### src/rtl/pc_sequencer_if.sv
// pc_sequencer_if: fetch-side control bundle between the PC sequencer and its users.
// The master drives the control inputs and the slave (pc_sequencer) drives the PC outputs.
// Optional macro PC_SEQ_ALIGN_TRAP_EN adds the misalign output.
interface pc_sequencer_if #(
  parameter int unsigned ADDR_W = 32
);

  // Control inputs to the sequencer
  logic              stall;
  logic              halt_req;
  logic [31:0]       instruction;
  logic              zero;
  logic              branch_sel;
  logic              jump_sel;
  logic              link_sel;
  logic              jr_sel;
  logic [ADDR_W-1:0] jr_target;

  // Sequencer outputs
  logic [ADDR_W-1:0] pc;
  logic              pc_valid;
  logic [ADDR_W-1:0] link_addr;
  logic [ADDR_W-1:0] ras_top;
  logic              ras_empty;
  logic              redirect;
`ifdef PC_SEQ_ALIGN_TRAP_EN
  logic              misalign;
`endif

  modport master (
    output stall, halt_req, instruction, zero, branch_sel, jump_sel, link_sel, jr_sel,
           jr_target,
    input  pc, pc_valid, link_addr, ras_top, ras_empty, redirect
`ifdef PC_SEQ_ALIGN_TRAP_EN
    , input misalign
`endif
  );

  modport slave (
    input  stall, halt_req, instruction, zero, branch_sel, jump_sel, link_sel, jr_sel,
           jr_target,
    output pc, pc_valid, link_addr, ras_top, ras_empty, redirect
`ifdef PC_SEQ_ALIGN_TRAP_EN
    , output misalign
`endif
  );

endinterface

### src/rtl/pc_sequencer.sv
// pc_sequencer: program-counter unit with boot/run/halt FSM, stall, and a circular
// return-address stack (RAS) that predicts jr $ra targets.
// Optional macro PC_SEQ_ALIGN_TRAP_EN: a misaligned jr target traps to RESET_VEC + 0x80 and
// pulses the misalign output; without it the jr target has its low two bits cleared.
// Parameter limits: ADDR_W >= 28; RAS_DEPTH a power of two, >= 2.
module pc_sequencer #(
  parameter int unsigned       ADDR_W    = 32,
  parameter logic [ADDR_W-1:0] RESET_VEC = '0,
  parameter int unsigned       RAS_DEPTH = 4
) (
  input  logic          clk,
  input  logic          rst_n,
  pc_sequencer_if.slave bus
);

  localparam int unsigned       PtrW    = $clog2(RAS_DEPTH);
  localparam int unsigned       CntW    = PtrW + 1;
  localparam logic [CntW-1:0]   CntMax  = CntW'(RAS_DEPTH);
  // Low 28 bits come from the j/jal immediate; the rest from pc+4
  localparam logic [ADDR_W-1:0] JLoMask = ADDR_W'(28'hFFF_FFFF);

  typedef enum logic [1:0] {StBoot, StRun, StHalt} state_e;

  state_e            r_state;
  logic [ADDR_W-1:0] r_pc;
  logic              r_pc_valid;
  logic              r_redirect;
  logic [PtrW-1:0]   r_top;
  logic [CntW-1:0]   r_count;
  logic [ADDR_W-1:0] r_ras [RAS_DEPTH];

  logic [ADDR_W-1:0] w_p4;
  logic [ADDR_W-1:0] w_boff;
  logic [ADDR_W-1:0] w_btarget;
  logic [ADDR_W-1:0] w_jtarget;
  logic [ADDR_W-1:0] w_jr_dest;
  logic [ADDR_W-1:0] w_next_pc;
  logic              w_non_seq;
  logic              w_accept;
  logic              w_push;
  logic              w_pop;
  logic              w_ras_we;
  logic [PtrW-1:0]   w_ras_wptr;
  logic              w_unused;

  assign w_p4      = r_pc + ADDR_W'(4);
  assign w_boff    = {{(ADDR_W-18){bus.instruction[15]}}, bus.instruction[15:0], 2'b00};
  assign w_btarget = w_p4 + w_boff;
  assign w_jtarget = (w_p4 & ~JLoMask) | ADDR_W'({bus.instruction[25:0], 2'b00});

`ifdef PC_SEQ_ALIGN_TRAP_EN
  localparam logic [ADDR_W-1:0] TrapVec = RESET_VEC + ADDR_W'(32'h80);

  logic w_misalign;
  logic r_misalign;

  assign w_misalign   = bus.jr_sel && (bus.jr_target[1:0] != 2'b00);
  assign w_jr_dest    = w_misalign ? TrapVec : bus.jr_target;
  assign bus.misalign = r_misalign;
  assign w_unused     = ^bus.instruction[31:26];
`else
  assign w_jr_dest    = {bus.jr_target[ADDR_W-1:2], 2'b00};
  assign w_unused     = ^{bus.instruction[31:26], bus.jr_target[1:0]};
`endif

  // A cycle is accepted only in RUN, unstalled and not entering HALT
  assign w_accept = (r_state == StRun) && !bus.stall && !bus.halt_req;
  assign w_push   = bus.link_sel && bus.jump_sel;
  assign w_pop    = bus.jr_sel;

  // Next-PC source selection: jr > jump > taken branch > sequential
  always_comb begin
    w_next_pc = w_p4;
    w_non_seq = 1'b0;
    if (bus.jr_sel) begin
      w_next_pc = w_jr_dest;
      w_non_seq = 1'b1;
    end else if (bus.jump_sel) begin
      w_next_pc = w_jtarget;
      w_non_seq = 1'b1;
    end else if (bus.branch_sel && bus.zero) begin
      w_next_pc = w_btarget;
      w_non_seq = 1'b1;
    end
  end

  // RAS write port: push goes above top, push+pop overwrites the current top
  assign w_ras_we   = w_accept && w_push;
  assign w_ras_wptr = w_pop ? r_top : r_top + PtrW'(1);

  // RAS storage; contents need no reset because count gates visibility
  always_ff @(posedge clk) begin
    if (w_ras_we) begin
      r_ras[w_ras_wptr] <= w_p4;
    end
  end

  // FSM with registered PC, valid, redirect and RAS pointer/count
  always_ff @(posedge clk or negedge rst_n) begin
    if (!rst_n) begin
      r_state    <= StBoot;
      r_pc       <= RESET_VEC;
      r_pc_valid <= 1'b0;
      r_redirect <= 1'b0;
      r_top      <= '0;
      r_count    <= '0;
`ifdef PC_SEQ_ALIGN_TRAP_EN
      r_misalign <= 1'b0;
`endif
    end else begin
      unique case (r_state)
        StBoot: begin
          r_state    <= StRun;
          r_pc_valid <= 1'b1;
        end
        StRun: begin
          if (!bus.stall) begin
            if (bus.halt_req) begin
              r_state    <= StHalt;
              r_pc_valid <= 1'b0;
              r_redirect <= 1'b0;
`ifdef PC_SEQ_ALIGN_TRAP_EN
              r_misalign <= 1'b0;
`endif
            end else begin
              r_pc       <= w_next_pc;
              r_redirect <= w_non_seq;
`ifdef PC_SEQ_ALIGN_TRAP_EN
              r_misalign <= w_misalign;
`endif
              if (w_push && w_pop) begin
                // Top entry replaced in place; pointer and count unchanged
                r_top <= r_top;
              end else if (w_push) begin
                r_top <= r_top + PtrW'(1);
                if (r_count != CntMax) begin
                  r_count <= r_count + CntW'(1);
                end
              end else if (w_pop && (r_count != '0)) begin
                r_top   <= r_top - PtrW'(1);
                r_count <= r_count - CntW'(1);
              end
            end
          end
        end
        StHalt: begin
          // Frozen until reset
          r_state <= StHalt;
        end
        default: begin
          r_state <= StBoot;
        end
      endcase
    end
  end

  assign bus.pc        = r_pc;
  assign bus.pc_valid  = r_pc_valid;
  assign bus.redirect  = r_redirect;
  assign bus.link_addr = w_p4;
  assign bus.ras_empty = (r_count == '0);
  assign bus.ras_top   = (r_count != '0) ? r_ras[r_top] : '0;

endmodule

### src/flat_wrapper.sv
// flat-port wrapper written by rule: the top's interface ports become plain ports
module pc_sequencer_flat 
#(
  parameter int unsigned       ADDR_W    = 32,
  parameter logic [ADDR_W-1:0] RESET_VEC = '0,
  parameter int unsigned       RAS_DEPTH = 4
)
  (clk, rst_n, bus_stall, bus_halt_req, bus_instruction, bus_zero, bus_branch_sel, bus_jump_sel, bus_link_sel, bus_jr_sel, bus_jr_target, bus_pc, bus_pc_valid, bus_link_addr, bus_ras_top, bus_ras_empty, bus_redirect);
  pc_sequencer_if #(.ADDR_W(ADDR_W)) bus_i ();
  input  logic clk;
  input  logic rst_n;
  input wire logic [$bits(bus_i.stall)-1:0] bus_stall;
  input wire logic [$bits(bus_i.halt_req)-1:0] bus_halt_req;
  input wire logic [$bits(bus_i.instruction)-1:0] bus_instruction;
  input wire logic [$bits(bus_i.zero)-1:0] bus_zero;
  input wire logic [$bits(bus_i.branch_sel)-1:0] bus_branch_sel;
  input wire logic [$bits(bus_i.jump_sel)-1:0] bus_jump_sel;
  input wire logic [$bits(bus_i.link_sel)-1:0] bus_link_sel;
  input wire logic [$bits(bus_i.jr_sel)-1:0] bus_jr_sel;
  input wire logic [$bits(bus_i.jr_target)-1:0] bus_jr_target;
  output wire logic [$bits(bus_i.pc)-1:0] bus_pc;
  output wire logic [$bits(bus_i.pc_valid)-1:0] bus_pc_valid;
  output wire logic [$bits(bus_i.link_addr)-1:0] bus_link_addr;
  output wire logic [$bits(bus_i.ras_top)-1:0] bus_ras_top;
  output wire logic [$bits(bus_i.ras_empty)-1:0] bus_ras_empty;
  output wire logic [$bits(bus_i.redirect)-1:0] bus_redirect;
  assign bus_i.stall = bus_stall;
  assign bus_i.halt_req = bus_halt_req;
  assign bus_i.instruction = bus_instruction;
  assign bus_i.zero = bus_zero;
  assign bus_i.branch_sel = bus_branch_sel;
  assign bus_i.jump_sel = bus_jump_sel;
  assign bus_i.link_sel = bus_link_sel;
  assign bus_i.jr_sel = bus_jr_sel;
  assign bus_i.jr_target = bus_jr_target;
  assign bus_pc = bus_i.pc;
  assign bus_pc_valid = bus_i.pc_valid;
  assign bus_link_addr = bus_i.link_addr;
  assign bus_ras_top = bus_i.ras_top;
  assign bus_ras_empty = bus_i.ras_empty;
  assign bus_redirect = bus_i.redirect;
  pc_sequencer #(.ADDR_W(ADDR_W), .RESET_VEC(RESET_VEC), .RAS_DEPTH(RAS_DEPTH)) u_core (.clk(clk), .rst_n(rst_n), .bus(bus_i));
endmodule
### config.mk
export PLATFORM = sky130hd
export DESIGN_NAME = pc_sequencer_flat
export DESIGN_NICKNAME = d
export VERILOG_FILES = /design/src/rtl/pc_sequencer_if.sv /design/src/rtl/pc_sequencer.sv /design/src/flat_wrapper.sv
export SDC_FILE = /design/constraint.sdc
export NUM_CORES = 1
export LEC_CHECK = 0
export ABC_AREA = 1
export BUFFER_PORTS_ARGS = -buffer_cell sky130_fd_sc_hd__clkbuf_2
export CELL_PAD_IN_SITES_DETAIL_PLACEMENT = 1
export CELL_PAD_IN_SITES_GLOBAL_PLACEMENT = 1
export CORE_MARGIN = 8
export CORE_UTILIZATION = 45
export DETAILED_ROUTE_END_ITERATION = 10
export PLACE_DENSITY = 0.88
export SLEW_MARGIN = 20
export SYNTH_ARGS = -nofsm -noshare
export SYNTH_HDL_FRONTEND = slang
export SYNTH_SLANG_ARGS = --single-unit
### constraint.sdc
create_clock -name clk -period 4.77 [get_ports clk]
set_input_delay 0.954 -clock clk [delete_from_list [all_inputs] [get_ports clk]]
set_output_delay 0.954 -clock clk [all_outputs]
set_load 0.05 [all_outputs]
==> summary.txt, run 1 <==
Clock network
  • CTS root buffer: clkbuf_16
  • Setup bufs post-CTS: 0
  • Clock Latency Late Sink: 0.43 ns
  • CTS clk-pin slew, worst paths: 0.07 ns
  • H-tree depth: 4
  • Post-cts sizing count: 0
  • Max Buffers Root-to-Sink: 2
  • Clock sink count: 159
  • CTS Buf Count: 17
  • CTS Hold Bufs: 0
  • TritonCTS clock tree: built

Logic synthesis
  • Synth top area share: 0.349
  • Number of synthesized register bits: 159
  • Synth cell types: 45
  • Gate count after technology mapping: 1391
  • Count leader, synth: nand2_1
  • Area contributors post-synth: edfxtp_1, nand2_1, dfrtp_1
  • Async SR Flop Fraction: 0.245
  • Synth Cell Area: 10300 um2
  • Area leader, netlist: edfxtp_1
  • Post-synth EDFFs: 120
  • Most common library cells after synthesis: nand2_1, nor2_1, inv_1, edfxtp_1, o21ai_0
  • YS warnings: 0
  • Most used flip-flop cell after synthesis: edfxtp_1
  • Mapped Avg Cell Area: 7.41 um2
  • Register area share after synthesis: 0.444

Placement
  • PortBufs: 157
  • HPWL Detailed: 29800 um
  • Gpl congestion: 0.956
  • Dpl cells: 1805

Global routing
  • First-pass GRT wire length: 62000 um
  • Largest net degree at the start of global routing: 64
  • Initial antenna violation count: 1
  • Vias in the first global route: 11000
  • Remaining global-route overflow: 0
  • GR Layer Usage met3: 0.0388
  • GRT Total Usage: 0.284
  • M2 GR Usage: 0.496
  • Top Usage Layer GRT: met2
  • Met1 Use GR: 0.339

STA
  • Fin crit share: 0.860
  • Count of final setup violators: 0
  • RSZ-0062 raised after global routing: false
  • Highest clock rate: 244 MHz
  • Clock Skews: 0.0189 ns
  • Max Transition Viols Final: 0
  • Hold Vio Cnt, Final: 0
  • Tightest Pin Transition: 1.05 ns
  • Setup TNS: 0 ns
  • Hold slack: 0.542 ns
  • Slew margin rel.: 0.296
  • Min cycle time layout: 4.10 ns

Run
  • Max_cap viols: 0

Detailed routing
  • Vias post-DR: 10500
  • WL final: 40400 um
  • Vias per std cell: 5.70
  • Average routed wire per standard cell: 22.0 um
  • DRT antenna net count: 0
  • Drt initial violations: 802
  • Iteration count of the initial detailed-routing pass: 5
  • Remaining design rule violation count: 0

Die
  • Initial Util: 0.457
  • Rows: 55
  • Core footprint: 22600 um2
  • Die area: 28000 um2
  • Die height: 167 um
  • # IOs: 172
  • Die W: 167 um

Worst setup path
  • Worst path required time: 3.82 ns
  • Crit path DAT: 3.15 ns
  • Critical path class: register to output pin
  • Crit Path Max Fanout: 7
  • CP Launch Type: register
  • CP endpoint kind: output pin

Layout
  • Area of the multi-input gates: 4970 um2
  • Layout net count: 1653
  • Reg area: 4580 um2
  • Diodes inserted: 0
  • Fin cells: 1837
  • Final Core Density: 0.532
  • Share of layout cells above drive strength 1: 0.155
  • Fillers: 2909
  • Area growth, synth to finish: 16.5%

Power and ir drop
  • P_leak: 5.66 nW
  • Pwr dens: 779 nW/um2
  • Max IR drop VDD: 0.322 mV

Min path
  • Worst hold-check path type: register to register

Outcome
  • Status: completed
==> final timing paths <==
path | end | startpoint | cells past startpoint | slack (ns)
worst max register to register | u_core.bus.pc[30] | u_core.bus.pc[2] | 19 | 0.82
worst min register to register | u_core.bus.redirect | u_core.bus.redirect | 2 | 0.54
worst min-delay path | u_core.bus.redirect | u_core.bus.redirect | 2 | 0.54
max in group asynchronous | u_core.r_top[0] | rst_n | 1 | 3.39
min in group asynchronous | u_core.bus.pc[29] | rst_n | 1 | 0.68
worst max-delay path | bus_link_addr[24] | u_core.bus.pc[2] | 8 | 0.67
==> critical path: stages, from the launching register on <==
cell and delay (ns):
dfrtp_1 0.44, ha_1 0.30, nand2_1 0.11, nor2_2 0.23, nand2_1 0.16, nor2_2 0.20
nand2_1 0.12, xor2_1 0.73, clkbuf_2 0.43
==> logic make-up after synthesis <==
logic type / synth area share
fa+ha+maj: 0.0512
mux: 0.00146
buf+inv: 0.0775
other cells: 0.000364
compound gates: 0.104
xor+xnor: 0.0211
flops: 0.444
simple gates: 0.300
==> stage by stage <==
stage	worst slack, ns	power, mW	cell area [um2]
finish	0.667	9.37	12000
global route	0.564	9.84	12000
CTS	0.700	9.33	12000
detailed placement	0.949	7.90	11400
global placement	1.12	7.66	11400
floorplan	0.800	6.19	10300
==> power breakdown <==
part / internal, mW / leakage, nW / switching [mW]
Sequential: 1.83 / 1.56 / 0.297
Combinational: 1.37 / 3.83 / 4.50
Clock: 0.739 / 0.275 / 0.627
==> layout make-up <==
type                       count  share of cell area
inverter                     155              0.0484
multi-input combinational   1032               0.413
tap                          285              0.0297
sequential                   159               0.381
clock buffer                  18              0.0357
timing repair buffer         174              0.0791
clock inverter                14              0.0125
==> placed cells by master (no fill, tap or decap), types with 20 or more instances in the layout <==
master	netlist	routed
nand2_1	389	389
nor2_1	240	236
clkbuf_2	0	156
inv_1	152	150
edfxtp_1	120	120
o21ai_0	90	90
a21oi_1	78	78
nand3_1	68	68
ha_1	39	39
dfrtp_1	39	38
xor2_1	20	20
==> sequential cells by signal, summed over array words and instances (netlist names) <==
signal / flops
u_core.r_state: 2
u_core.bus.pc: 30
u_core.bus.pc_valid: 1
u_core.r_ras: 120
u_core.bus.redirect: 1
u_core.r_top: 2
u_core.r_count: 3
==> routing by layer <==
layer / vias to the layer above / part of all wire
met5: - / 0
met4: 0 / 0.047
met3: 113 / 0.057
met2: 425 / 0.50
met1: 5122 / 0.40
li1: 4804 / -
Note: power is estimated with default switching activity, not from simulation.
==> run 2, diff against run 1 <==
==> constraint.sdc (replaced) <==
create_clock -name clk -period 4.77 [get_ports clk]
set_input_delay 0.2385 -clock clk [delete_from_list [all_inputs] [get_ports clk]]
set_output_delay 0.2385 -clock clk [all_outputs]
set_load 0.05 [all_outputs]
==> summary.txt, run 2 (synthesis gave the netlist of run 1 again) <==
Layout
  • Layout net count: 1656 (+0.18%)
  • Biggest register: u_core.r_ras
  • Number of flip-flops in the largest register: 120 (unchanged)
  • Commonest cells after routing, fill and taps aside: nand2_1, nor2_1, clkbuf_2
  • Final std cell area, no fill: 12100 um2 (+0.69%)
  • Fillers: 2895 (-0.48%)
  • Area growth, synth to finish: 17.3%
  • Leading cell type in the layout, fill and taps excluded: nand2_1
  • Diodes inserted: 0 (unchanged)
  • Share of layout cells above drive strength 1: 0.156 (+0.000344)

Clock network
  • CTS root buffer: clkbuf_16
  • Setup bufs post-CTS: 0 (unchanged)
  • CTS clk-pin slew, worst paths: 0.07 ns (about the same)
  • TritonCTS clock tree: built
  • Clock sink count: 159 (unchanged)
  • CTS Hold Bufs: 1 (+1)
  • H-tree depth: 4 (unchanged)
  • Clock Latency Late Sink: 0.42 ns (about the same)
  • Post-cts sizing count: 0 (unchanged)
  • Max Buffers Root-to-Sink: 2 (unchanged)
  • CTS Buf Count: 17 (unchanged)

Detailed routing
  • Metal2 WL: 20200 um (+1.1%)
  • Remaining design rule violation count: 0 (unchanged)
  • DR top layer: met4
  • Metal-1 WL: 16400 um (+1.3%)
  • Vias per std cell: 5.67 (-0.54%)
  • Average routed wire per standard cell: 21.7 um (-1.3%)
  • Vias post-DR: 10400 (-0.38%)
  • WL final: 39900 um (-1.2%)
  • Drt initial violations: 742 (-7.5%)
  • Met3 WL: 1640 um (-29%)
  • Iteration count of the initial detailed-routing pass: 5 (unchanged)
  • DRT antenna net count: 0 (unchanged)

STA
  • Tightest Pin Transition: 1.06 ns (+0.0122 ns)
  • Min cycle time layout: 3.87 ns (-0.232 ns)
  • Setup TNS: 0 ns (unchanged)
  • Hold Vio Cnt, Final: 0 (unchanged)
  • RSZ-0062 raised after global routing: false
  • Max Transition Viols Final: 0 (unchanged)
  • PnR worst setup slack: 0.899 ns (+0.232 ns)
  • Clock Skews: 0.0114 ns (-0.00742 ns)
  • Count of final setup violators: 0 (unchanged)
  • Highest clock rate: 258 MHz (+6.0%)
  • Slew margin rel.: 0.290 (-0.00620)
  • Fin crit share: 0.811 (-0.0486)

Power and ir drop
  • Pwr dens: 787 nW/um2 (+1.0%)
  • Sw frac: 0.563 (-0.0168)
  • Seq pwr share: 0.226 (about the same)
  • P_leak: 5.72 nW (+1.0%)
  • Max IR drop VDD: 0.305 mV (-5.4%)
  • P_sw: 5.36 mW (-1.2%)
  • Comb power frac: 0.613 (-0.014)
  • Design Power: 9.53 mW (+1.7%)
  • Int Pwr: 4.17 mW (+5.8%)
  • Clk pwr share: 0.160 (+0.014)

Worst setup path
  • Slowest-stage cell, CP: dfrtp_1
  • Worst path required time: 5.09 ns (+1.27 ns)
  • Slowest Stage Delay on Critical Path: 0.43 ns (-0.30 ns)
  • Critical path class: register to register
  • Crit Path Max Fanout: 6 (-1)
  • Crit path DAT: 4.19 ns (+1.04 ns)
  • CP Launch Type: register
  • Cell repeated most along the worst path: nand2_1
  • CP endpoint kind: register
  • Crit-path cells: ha_1, nand2_1, nor2_2, nand2_1, nor3_1, or2_2, and2_1, ha_1, nand2_1, inv_1, a21oi_1, o21ai_0, a21oi_1, nand3_1, nand3_1, nand2_1, nand2_1, nand2_1

Die
  • Die area: 28000 um2 (unchanged)
  • Initial Util: 0.457 (unchanged)
  • # IOs: 172 (unchanged)
  • Die height: 167 um (unchanged)
  • Rows: 55 (unchanged)
  • Die W: 167 um (unchanged)
  • Core footprint: 22600 um2 (unchanged)

Global routing
  • Largest net degree at the start of global routing: 62 (-3.1%)
  • First-pass GRT wire length: 62100 um (about the same)
  • Initial antenna violation count: 0 (-1)
  • Remaining global-route overflow: 0 (unchanged)
  • GRT Total Usage: 0.284 (about the same)
  • Vias in the first global route: 11200 (+1.8%)

Placement
  • Gpl congestion: 0.945 (-1.2%)
  • PortBufs: 157 (unchanged)
  • HPWL Detailed: 29600 um (-0.56%)
  • DP Area: 11400 um2 (about the same)
  • Post-placement setup slack: 1.01 ns (+0.0563 ns)

Outcome
  • Status: completed

Run
  • Max_cap viols: 0 (unchanged)

Min path
  • Worst hold-check path type: input port to register
## run 2: cell count changes in the layout (fill, tap and decap cells not counted), moves of 2 or more
cell	delta
buf_4	+4
bufinv_16	+4
inv_6	-3
buf_12	-2
clkbuf_8	+2
inv_8	-2
## run 2: cell type report
cell class	instances	area [um2]	area share
Tap cell	285	357	0.0295
Sequential cell	159	4580	0.379
Multi-Input combinational cell	1032	4970	0.411
Inverter	155	582	0.0481
Timing Repair Buffer	177	951	0.0786
Clock inverter	12	205	0.0170
Clock buffer	20	457	0.0377
## run 2: path summary, 6_finish.rpt
kind                                     start             endpoint  slack [ns]  cells past startpoint
min in group asynchronous                rst_n    u_core.r_state[0]        0.43                      3
max                           u_core.bus.pc[2]    u_core.bus.pc[29]        0.90                     18
max reg2reg                   u_core.bus.pc[2]    u_core.bus.pc[29]        0.90                     18
max in group asynchronous                rst_n      u_core.r_top[0]        3.92                      3
min                          bus_jr_target[10]    u_core.bus.pc[10]        0.06                      3
min reg2reg                u_core.bus.redirect  u_core.bus.redirect        0.54                      2
## run 2: per-stage QoR
step,util,hold slack (ns),cells
6_report,0.536,0.0644,1840
5_1_grt,0.536,0.0686,1840
4_1_cts,0.536,0.0537,1840
3_5_place_dp,0.506,0.341,1807
3_3_place_gp,0.506,0.335,1807
2_1_floorplan,-,-0.0571,1396
## run 2: power groups by stage
stage,clock [mW],sequential (mW),combinational (mW)
finish,1.53,2.16,5.84
CTS,1.53,2.14,5.81
global placement,0,2.14,5.54
global route,1.57,2.17,6.29
detailed placement,0,2.16,5.75
floorplan,0,2.51,3.69
## run 2: critical path: cells and delay by family, from the launching register on
kind,cells,cell delay [ns]
compound gates,3,0.73
fa+ha+maj,2,0.65
buf+inv,1,0.06
flops,1,0.43
simple gates,12,1.88
## run 2: routing by layer
metal | vias up | track usage
li1 | 4799 | -
met1 | 5176 | 0.335
met2 | 350 | 0.506
met3 | 99 | 0.0343
met4 | 0 | 0.134
met5 | - | 0
